===== src/rtl/mult_ui_pkg.sv =====
// Shared definitions for the multiplier session controller.
//   state_e       : controller states (idle, launch, wait, show)
//   Def*          : default operand width, product digit count, visible window size
//   scroll_width(): bit width of a scroll position for a given digit/window count
package mult_ui_pkg;

   typedef enum logic [1:0] {
      StIdle,
      StLaunch,
      StWait,
      StShow
   } state_e;

   localparam int unsigned DefWidth  = 8;
   localparam int unsigned DefDigits = 5;
   localparam int unsigned DefWindow = 3;

   // Positions run 0..digits-window; never narrower than one bit.
   function automatic int unsigned scroll_width(input int unsigned digits,
                                                input int unsigned window);
      int unsigned span;
      span = digits - window + 1;
      return (span > 1) ? $clog2(span) : 1;
   endfunction

endpackage


===== src/rtl/mult_session_ctrl_if.sv =====
// Handshake between the session controller and an external multiplier.
//   master (controller): drives mult_start, mult_a, mult_b; receives mult_done, mult_product
//   slave  (multiplier): the reverse
interface mult_session_ctrl_if
   import mult_ui_pkg::*;
#(
   parameter int unsigned WIDTH = DefWidth
) ();

   logic                 mult_start;
   logic [WIDTH-1:0]     mult_a;
   logic [WIDTH-1:0]     mult_b;
   logic                 mult_done;
   logic [2*WIDTH-1:0]   mult_product;

   modport master (
      output mult_start,
      output mult_a,
      output mult_b,
      input  mult_done,
      input  mult_product
   );

   modport slave (
      input  mult_start,
      input  mult_a,
      input  mult_b,
      output mult_done,
      output mult_product
   );

endinterface


===== src/rtl/scroll_counter.sv =====
// Window offset counter for the product display.
//   clk, rst : clock, asynchronous active-high reset
//   inc, dec : step right / left (both together cancel)
//   clr      : force position 0 (has priority)
//   en       : steps are only honoured while high
//   pos      : current offset, 0 .. DIGITS-WINDOW
// Build option: define SCROLL_WRAP_EN to wrap at the ends instead of saturating.
module scroll_counter
   import mult_ui_pkg::*;
#(
   parameter int unsigned DIGITS = DefDigits,
   parameter int unsigned WINDOW = DefWindow
) (
   input  logic                                        clk,
   input  logic                                        rst,
   input  logic                                        inc,
   input  logic                                        dec,
   input  logic                                        clr,
   input  logic                                        en,
   output logic [scroll_width(DIGITS, WINDOW)-1:0]     pos
);

   localparam int unsigned     PosW   = scroll_width(DIGITS, WINDOW);
   localparam logic [PosW-1:0] MaxPos = PosW'(DIGITS - WINDOW);

   logic [PosW-1:0] pos_q, pos_d;

   always_comb begin
      pos_d = pos_q;
      if (clr) begin
         pos_d = '0;
      end else if (en && (inc != dec)) begin
         if (inc) begin
            if (pos_q == MaxPos) begin
`ifdef SCROLL_WRAP_EN
               pos_d = '0;
`else
               pos_d = MaxPos;
`endif
            end else begin
               pos_d = pos_q + 1'b1;
            end
         end else begin
            if (pos_q == '0) begin
`ifdef SCROLL_WRAP_EN
               pos_d = MaxPos;
`else
               pos_d = '0;
`endif
            end else begin
               pos_d = pos_q - 1'b1;
            end
         end
      end
   end

   always_ff @(posedge clk or posedge rst) begin
      if (rst) begin
         pos_q <= '0;
      end else begin
         pos_q <= pos_d;
      end
   end

   assign pos = pos_q;

endmodule


===== src/rtl/mult_session_ctrl.sv =====
// Session controller: latches switch operands, launches an external multiplier, waits for its
// result with a timeout, then holds the product for a scrollable digit display.
//   clk, rst                  : clock, asynchronous active-high reset
//   start_tick                : launch (ignored while a launch is in flight)
//   left_tick, right_tick     : scroll the display window while a result is shown
//   sw_a, sw_b                : signed operands from switches
//   mult_if (master)          : mult_start/mult_a/mult_b out, mult_done/mult_product in
//   product, result_valid     : captured product and its freshness flag
//   busy                      : a launch is in flight
//   timeout_err               : sticky, the last launch got no answer in time
//   scroll_pos                : display window offset, 0 = most-significant window
// Build option: SCROLL_WRAP_EN makes the scroll position wrap instead of saturate.
module mult_session_ctrl
   import mult_ui_pkg::*;
#(
   parameter int unsigned WIDTH       = DefWidth,
   parameter int unsigned DIGITS      = DefDigits,
   parameter int unsigned WINDOW      = DefWindow,
   parameter int unsigned TIMEOUT_CYC = 64
) (
   input  logic                                      clk,
   input  logic                                      rst,
   input  logic                                      start_tick,
   input  logic                                      left_tick,
   input  logic                                      right_tick,
   input  logic [WIDTH-1:0]                          sw_a,
   input  logic [WIDTH-1:0]                          sw_b,
   mult_session_ctrl_if.master                       mult_if,
   output logic [2*WIDTH-1:0]                        product,
   output logic                                      result_valid,
   output logic                                      busy,
   output logic                                      timeout_err,
   output logic [scroll_width(DIGITS, WINDOW)-1:0]   scroll_pos
);

   localparam int unsigned     CntW       = $clog2(TIMEOUT_CYC + 1);
   localparam logic [CntW-1:0] TimeoutVal = CntW'(TIMEOUT_CYC);

   state_e               state_q;
   logic [CntW-1:0]      wait_cnt_q;
   logic                 mult_start_q;
   logic [WIDTH-1:0]     a_q;
   logic [WIDTH-1:0]     b_q;
   logic [2*WIDTH-1:0]   product_q;
   logic                 valid_q;
   logic                 busy_q;
   logic                 timeout_q;

   logic capture;
   logic scroll_en;

   assign capture   = (state_q == StWait) && mult_if.mult_done;
   // A start in SHOW takes priority over any scroll tick in the same cycle.
   assign scroll_en = (state_q == StShow) && !start_tick;

   always_ff @(posedge clk or posedge rst) begin
      if (rst) begin
         state_q      <= StIdle;
         wait_cnt_q   <= '0;
         mult_start_q <= 1'b0;
         a_q          <= '0;
         b_q          <= '0;
         product_q    <= '0;
         valid_q      <= 1'b0;
         busy_q       <= 1'b0;
         timeout_q    <= 1'b0;
      end else begin
         mult_start_q <= 1'b0;
         unique case (state_q)
            StIdle, StShow: begin
               if (start_tick) begin
                  a_q          <= sw_a;
                  b_q          <= sw_b;
                  valid_q      <= 1'b0;
                  timeout_q    <= 1'b0;
                  mult_start_q <= 1'b1;
                  busy_q       <= 1'b1;
                  state_q      <= StLaunch;
               end
            end
            StLaunch: begin
               wait_cnt_q <= '0;
               state_q    <= StWait;
            end
            StWait: begin
               // A done on the final count still counts as success.
               if (mult_if.mult_done) begin
                  product_q <= mult_if.mult_product;
                  valid_q   <= 1'b1;
                  busy_q    <= 1'b0;
                  state_q   <= StShow;
               end else if (wait_cnt_q == TimeoutVal) begin
                  timeout_q <= 1'b1;
                  busy_q    <= 1'b0;
                  state_q   <= StIdle;
               end else begin
                  wait_cnt_q <= wait_cnt_q + 1'b1;
               end
            end
            default: state_q <= StIdle;
         endcase
      end
   end

   scroll_counter #(
      .DIGITS (DIGITS),
      .WINDOW (WINDOW)
   ) u_scroll (
      .clk (clk),
      .rst (rst),
      .inc (right_tick),
      .dec (left_tick),
      .clr (capture),
      .en  (scroll_en),
      .pos (scroll_pos)
   );

   assign mult_if.mult_start = mult_start_q;
   assign mult_if.mult_a     = a_q;
   assign mult_if.mult_b     = b_q;
   assign product            = product_q;
   assign result_valid       = valid_q;
   assign busy               = busy_q;
   assign timeout_err        = timeout_q;

endmodule


===== src/flat_wrapper.sv =====
// flat-port wrapper written by rule: the top's interface ports become plain ports
module mult_session_ctrl_flat import mult_ui_pkg::*;
#(
   parameter int unsigned WIDTH       = DefWidth,
   parameter int unsigned DIGITS      = DefDigits,
   parameter int unsigned WINDOW      = DefWindow,
   parameter int unsigned TIMEOUT_CYC = 64
)
  (clk, rst, start_tick, left_tick, right_tick, sw_a, sw_b, product, result_valid, busy, timeout_err, scroll_pos, mult_if_mult_start, mult_if_mult_a, mult_if_mult_b, mult_if_mult_done, mult_if_mult_product);
  mult_session_ctrl_if #(.WIDTH(WIDTH)) mult_if_i ();
  input  logic clk;
  input  logic rst;
  input  logic start_tick;
  input  logic left_tick;
  input  logic right_tick;
  input  logic [WIDTH-1:0] sw_a;
  input  logic [WIDTH-1:0] sw_b;
  output logic [2*WIDTH-1:0] product;
  output logic result_valid;
  output logic busy;
  output logic timeout_err;
  output logic [scroll_width(DIGITS, WINDOW)-1:0] scroll_pos;
  output wire logic [$bits(mult_if_i.mult_start)-1:0] mult_if_mult_start;
  output wire logic [$bits(mult_if_i.mult_a)-1:0] mult_if_mult_a;
  output wire logic [$bits(mult_if_i.mult_b)-1:0] mult_if_mult_b;
  input wire logic [$bits(mult_if_i.mult_done)-1:0] mult_if_mult_done;
  input wire logic [$bits(mult_if_i.mult_product)-1:0] mult_if_mult_product;
  assign mult_if_mult_start = mult_if_i.mult_start;
  assign mult_if_mult_a = mult_if_i.mult_a;
  assign mult_if_mult_b = mult_if_i.mult_b;
  assign mult_if_i.mult_done = mult_if_mult_done;
  assign mult_if_i.mult_product = mult_if_mult_product;
  mult_session_ctrl #(.WIDTH(WIDTH), .DIGITS(DIGITS), .WINDOW(WINDOW), .TIMEOUT_CYC(TIMEOUT_CYC)) u_core (.clk(clk), .rst(rst), .start_tick(start_tick), .left_tick(left_tick), .right_tick(right_tick), .sw_a(sw_a), .sw_b(sw_b), .mult_if(mult_if_i), .product(product), .result_valid(result_valid), .busy(busy), .timeout_err(timeout_err), .scroll_pos(scroll_pos));
endmodule

===== config.mk =====
export PLATFORM = sky130hd
export DESIGN_NAME = mult_session_ctrl_flat
export DESIGN_NICKNAME = d
export VERILOG_FILES = /design/src/rtl/mult_ui_pkg.sv /design/src/rtl/mult_session_ctrl_if.sv /design/src/rtl/scroll_counter.sv /design/src/rtl/mult_session_ctrl.sv /design/src/flat_wrapper.sv
export SDC_FILE = /design/constraint.sdc
export NUM_CORES = 1
export LEC_CHECK = 0
export BUFFER_PORTS_ARGS = -buffer_cell sky130_fd_sc_hd__buf_2
export CAP_MARGIN = 20
export CORE_ASPECT_RATIO = 1.4
export CORE_UTILIZATION = 45
export CTS_CLUSTER_DIAMETER = 60
export DETAILED_ROUTE_END_ITERATION = 6
export HOLD_SLACK_MARGIN = 0.15
export PLACE_DENSITY_LB_ADDON = 0.2
export SYNTH_ARGS = -nofsm -noshare
export SYNTH_HDL_FRONTEND = slang
export SYNTH_HIERARCHICAL = 1
export SYNTH_SLANG_ARGS = --single-unit

===== constraint.sdc =====
create_clock -name clk -period 2.3 [get_ports clk]
set_input_delay 0.23 -clock clk [delete_from_list [all_inputs] [get_ports clk]]
set_output_delay 0.23 -clock clk [all_outputs]
set_load 0.005 [all_outputs]

# --- Word-level counts from Yosys, hierarchy flattened ---
# Cells that the tools add are included.
op_classes:
  order_cmp: 0
  n_mux: 24
  shift: 0
  n_div: 0
  multipliers: 0
  bitwise_logic: 0
  addsub: 3
  n_reduce_logical: 17
  eq_ne: 12
ops:
  columns: ["op", "count"]
  rows:
  - ["2-bit 2-to-1 mux", 8]
  - ["7-bit 2-to-1 mux", 2]
  - ["7-bit case mux with 2 select lines", 1]
  - ["2-bit inequality test, second input constant", 5]
  - ["1-bit 2-to-1 mux", 9]
  - ["3-bit AND reduction", 3]
  - ["7-bit by 1-bit adder with 7-bit output, second input constant", 1]
  - ["7-bit equality test, second input constant", 1]
  - ["2-bit equality test, second input constant", 3]
  - ["1-bit case mux with 2 select lines", 3]
  - ["2-bit case mux with 3 select lines", 1]
  - ["2-bit AND reduction", 3]
  - ["2-bit nonzero test", 3]
  - ["2-bit zero test", 2]
  - ["4-bit AND reduction", 1]
  - ["1-bit logical AND", 3]
  - ["3-bit inequality test, second input constant", 1]
  - ["2-bit by 1-bit adder with 2-bit output, second input constant", 1]
  - ["2-bit by 1-bit equality test with 1-bit output, second input constant", 1]
  - ["2-bit OR reduction", 1]
  - ["2-bit by 1-bit subtractor with 2-bit output, second input constant", 1]
  - ["1-bit zero test", 1]
  - ["1-bit inequality test", 1]
word_totals:
  in_bits: 38
  mem_bits_rw: 0
  rom_bits: 0
  latchBits: 0
  mem_count: 0
  register_bits: 47

# --- Longest topological paths before layout ---
logic_depth:
  ltp_word: 5
  depth_mapped: 6

# --- Hierarchy ---
# The synthesis kept the hierarchy.
modules_own_cells:
  columns: ["module", "n_inst", "seq_area_each_um2", "area_per_inst_um2", "cells_each"]
  rows:
  - ["mult_session_ctrl", 1, 1126.1, 1991.9, 155]
  - ["scroll_counter", 1, 50.0, 162.7, 15]

# --- Worst setup path before layout ---
# OpenSTA, ideal clock, no wires.
synth_path:
  path_kind: "reg-to-reg"
  start: "register u_core.state_q[0]"
  end: "register u_core.b_q[0] (netlist: u_core/mult_if.mult_b[0])"
  setup_ps: 125
  required_time_ps: 2175
  arrival_ps: 1585
  stages_incl_launch_ff: 6
  slack_ps: 590
  period_less_slack_ps: 1710
  path_cell_list: "dfrtp_1 > inv_1 > ha_1 > nand2_1 > buf_2 > mux2_2"
synth_between:
  elab_chain_len: 3
synth_rtl:
  columns: ["element", "line", "rtl"]
  rows:
  - ["start, declared", "mult_session_ctrl.sv:39", "state_e state_q;"]
  - ["start signal, assigned", "mult_session_ctrl.sv:58", "state_q <= StIdle;"]
  - ["start signal, assigned", "mult_session_ctrl.sv:78", "state_q <= StLaunch;"]
  - ["start signal, assigned", "mult_session_ctrl.sv:83", "state_q <= StWait;"]
  - ["2-bit equality test / 2-bit zero test (equally long branches)", "mult_session_ctrl.sv:69", "unique case (state_q)"]
  - ["2-bit OR reduction *", "mult_session_ctrl.sv:69", null]
  - ["2-bit AND reduction (no line) *", null, null]
  - ["end signal, assigned", "mult_session_ctrl.sv:73", "b_q <= sw_b;"]
  - ["end, declared", "mult_session_ctrl.sv:43", "logic [WIDTH-1:0] b_q;"]
# Mark *: on every way between the ends. The rest lies on a longest branch, timed or not.
# A chain may end at the register's enable or synchronous reset.

# --- Final worst setup path ---
layout_path:
  start: "register u_core.state_q[0]"
  end: "register u_core.wait_cnt_q[3]"
layout_between:
  elab_chain_len: 3
layout_rtl:
  columns: ["element", "line", "rtl"]
  rows:
  - ["2-bit equality test / 2-bit by 1-bit equality test with 1-bit output (equally long branches)", "mult_session_ctrl.sv:69", null]
  - ["2-bit inequality test (no line) / 2-bit nonzero test (equally long branches)", null, null]
  - ["3-bit AND reduction (no line)", null, null]
  - ["end signal, assigned", "mult_session_ctrl.sv:97", "wait_cnt_q <= wait_cnt_q + 1'b1;"]
  - ["end, declared", "mult_session_ctrl.sv:40", "logic [CntW-1:0] wait_cnt_q;"]
# Several ways; a longest one is shown, not always the timed one.

==> Flow_metrics.wiki <==
{| class="wikitable"
! Metric !! Value
|-
| Result of the run || complete, no violations
|-
| Total CTS buffers || 5
|-
| Slew at the pin closest to its max-slew limit || 0.702 ns
|-
| Cell Int Power || 2.32 mW
|-
| Signal arrival time at the worst endpoint || 1.94 ns
|-
| Final Cycle Share || 74.1%
|-
| Antenna diode count || 0
|-
| Placed cell count || 309
|-
| Floorplan die height || 83.9 µm
|-
| Initial Utilization || 47.1%
|-
| Type of destination of the critical path || register
|-
| Yosys synthesis warning count || 6
|-
| Max_cap viols || 0
|-
| Reported leakage power || 1.41 nW
|-
| Mux share of post-synthesis cell area || 18.1%
|-
| Clock Path Buffers || 2
|-
| Die X || 60.5 µm
|-
| Final wirelength || 4340 µm
|-
| Synth-to-Final Area Change || 30.3%
|-
| RD Place Congestion || 0.797
|-
| Per-cell routed wire length || 13.5 µm
|-
| Root buffer cell || clkbuf_8
|-
| Most common library cell in the layout ignoring fill and taps || buf_2
|-
| Most used flip-flop cell after synthesis || dfrtp_1
|-
| Distinct cell type count after synthesis || 36
|-
| Synth Register Bits || 47
|-
| Via count of the first global-routing pass || 1712
|-
| VDD IR max || 0.836 mV
|-
| Part of the total power dissipated in sequential elements || 40.9%
|-
| Violation count after the first detailed-routing iteration || 29
|-
| Share of layout cells above drive strength 1 || 48.5%
|-
| CTS tree || built
|-
| Number of enable-type register cells in the synthesized netlist || 0
|-
| Post-CTS Repair Setup Buffers || 0
|-
| Relative max-transition margin || 52.8%
|-
| Die area || 5070 µm²
|-
| Detailed-routing iteration count for the pre-antenna-repair pass || 4
|-
| Sink Count || 47
|-
| Maximum level of the CTS H-tree || 2
|-
| Count of pins on the block boundary || 76
|-
| FP Rows || 29
|-
| Dominant combinational cell family by area after synthesis || multiplexers
|-
| Worst clock skew || 0.00248 ns
|-
| Required time reported for the critical path endpoint || 2.54 ns
|-
| Type of the worst min-delay path || in2reg
|-
| Number of failing hold endpoints at the final stage || 0
|-
| Slew Limit Fails || 0
|-
| Nets || 305
|-
| Clock group share of total power || 20.9%
|-
| Number of fill cells || 426
|-
| Kind of start point of the critical path || register
|-
| Final setup TNS || 0 ns
|-
| Combinational share of power || 38.2%
|-
| DRC violation count after routing || 0
|-
| Via/cell ratio || 5.05
|-
| Fraction of synthesis flops using an asynchronous set or reset pin || 100%
|-
| # setup viols final || 0
|-
| Fmax achieved || 586 MHz
|-
| Number of antenna violations at the first check in global routing || 0
|-
| Final critical-path required period || 1.71 ns
|-
| Remaining Overflow, GRT || 0
|-
| Total power per unit cell area || 1190 nW/µm²
|-
| Commonest non-fill, non-tap cells in the layout || buf_2 (75), dfrtp_1 (47), mux2_2 (32)
|-
| First-pass GRT wire length || 7760 µm
|-
| Pin count of the biggest net entering global routing || 20
|-
| Net switching fraction of the power || 30.6%
|-
| Fraction of the mapped netlist area in compound gates || 10.4%
|-
| Synthesized-area fraction occupied by and/or/nand/nor cells || 7.90%
|-
| Vias after detailed routing || 1625
|-
| # hold bufs at CTS || 5
|-
| Number of nets in the synthesized netlist || 216
|-
| Core region area || 4570 µm²
|-
| HPWL after DPL || 3190 µm
|-
| Clock latency on the worst-skew pair || 0.29 ns
|-
| RSZ-0062 raised after global routing || false
|-
| Register area share after synthesis || 54.6%
|-
| Clock transition at the registers of the reported paths || 0.08 ns
|-
| Power after layout || 3.35 mW
|-
| Number of instances in the synthesized netlist || 170
|-
| Power dissipated by switching net loads || 1.03 mW
|-
| Crit Path Max Fanout || 12
|-
| Netlist area before placement || 2150 µm²
|-
| Dominant cells by area after synthesis || dfrtp_1 (55%), mux2_2 (17%), ha_1 (4.6%)
|-
| Path type of the worst setup path || reg2reg
|-
| Fin cells || 322
|-
| Quantity of gates resized following cts || 0
|-
| Synthesized area per cell || 12.7 µm²
|-
| Number of I/O port buffers || 75
|-
| All-layer global routing usage || 19.9%
|-
| Post-Synth Adder-Cell Area || 4.65%
|-
| Yosys top cell area share || 54.6%
|-
| Share of the synthesized netlist area taken by xor and xnor gates || 0.755%
|-
| Library cell occupying the most area in the post-synthesis netlist || dfrtp_1
|-
| Number of nets with antenna violations after routing || 0
|}
==> sequential cells by signal, indices dropped and copies added, names as in the netlist <==
| register | cells |
|---|---|
| u_core/result_valid | 1 |
| u_core/u_scroll/pos | 2 |
| u_core/mult_if.mult_a | 8 |
| u_core/product | 16 |
| u_core/mult_if.mult_b | 8 |
| u_core/wait_cnt_q | 7 |
| u_core/timeout_err | 1 |
| u_core/busy | 1 |
| u_core/state_q | 2 |
| u_core/mult_if.mult_start | 1 |
==> cells in the mapped netlist (3+ instances only) <==
library cell and count:
o21ai_0 4, inv_1 13, nand2_1 9, dfrtp_1 47, buf_2 3, o21bai_1 3
mux2i_1 3, nor2_1 8, ha_1 8, mux2_2 32, a21oi_1 6
==> metal layers <==
layer	GRT usage, %	wire length (µm)
met1	26.3	1920
met2	31.5	2140
met3	4.50	211
met4	7.23	68
met5	0	0
==> logic make-up after synthesis <==
kind of cell,count (synthesis)
compound gates,30
xor+xnor,1
fa+ha+maj,8
buf+inv,17
flops,47
mux,35
simple gates,32
==> critical path: stages (launching register included) <==
cell and delay (ns):
dfrtp_1 0.40, inv_1 0.08, ha_1 0.21, buf_4 0.18
nor2_1 0.43, o21bai_1 0.19, a22o_2 0.15
==> per-stage QoR <==
step                cell area, µm²  setup WS (ns)  util [%]  hold WS, ns
CTS                           2810          0.608      61.4        0.150
global placement              2620          0.671      57.4       0.0968
detailed placement            2620          0.629      57.4        0.103
global route                  2810          0.477      61.4        0.153
finish                        2810          0.595      61.4        0.163
floorplan                     2150          0.590         -      -0.0288
==> final cells by class <==
type,count,area [µm²],share of cell area [%]
Clock buffer,6,72.6,2.59
Clock inverter,2,60.1,2.14
Timing Repair Buffer,86,470,16.8
Multi-Input combinational cell,106,901,32.1
Tap cell,62,77.6,2.76
Sequential cell,47,1180,41.9
Inverter,13,48.8,1.74
==> worst paths after layout <==
check	cells after the start	slack, ns	from	end
worst max-delay path	6	0.59	u_core/state_q[0]	u_core/wait_cnt_q[3]
worst min-delay path	2	0.16	sw_b[6]	u_core/mult_if.mult_b[6]
worst max register to register	6	0.59	u_core/state_q[0]	u_core/wait_cnt_q[3]
worst min register to register	1	0.50	u_core/product[4]	u_core/product[4]
max in group asynchronous	4	1.30	rst	u_core/wait_cnt_q[0]
min in group asynchronous	3	0.34	rst	u_core/u_scroll/pos[1]
==> power by group through the flow <==
stage	clock network [mW]	logic (mW)	registers [mW]
2_1_floorplan	0	0.742	1.41
3_3_place_gp	0	1.26	1.38
3_5_place_dp	0	1.29	1.38
4_1_cts	0.725	1.29	1.37
5_1_grt	0.750	1.42	1.42
6_report	0.699	1.28	1.37
Power figures use the tool's default switching activity.
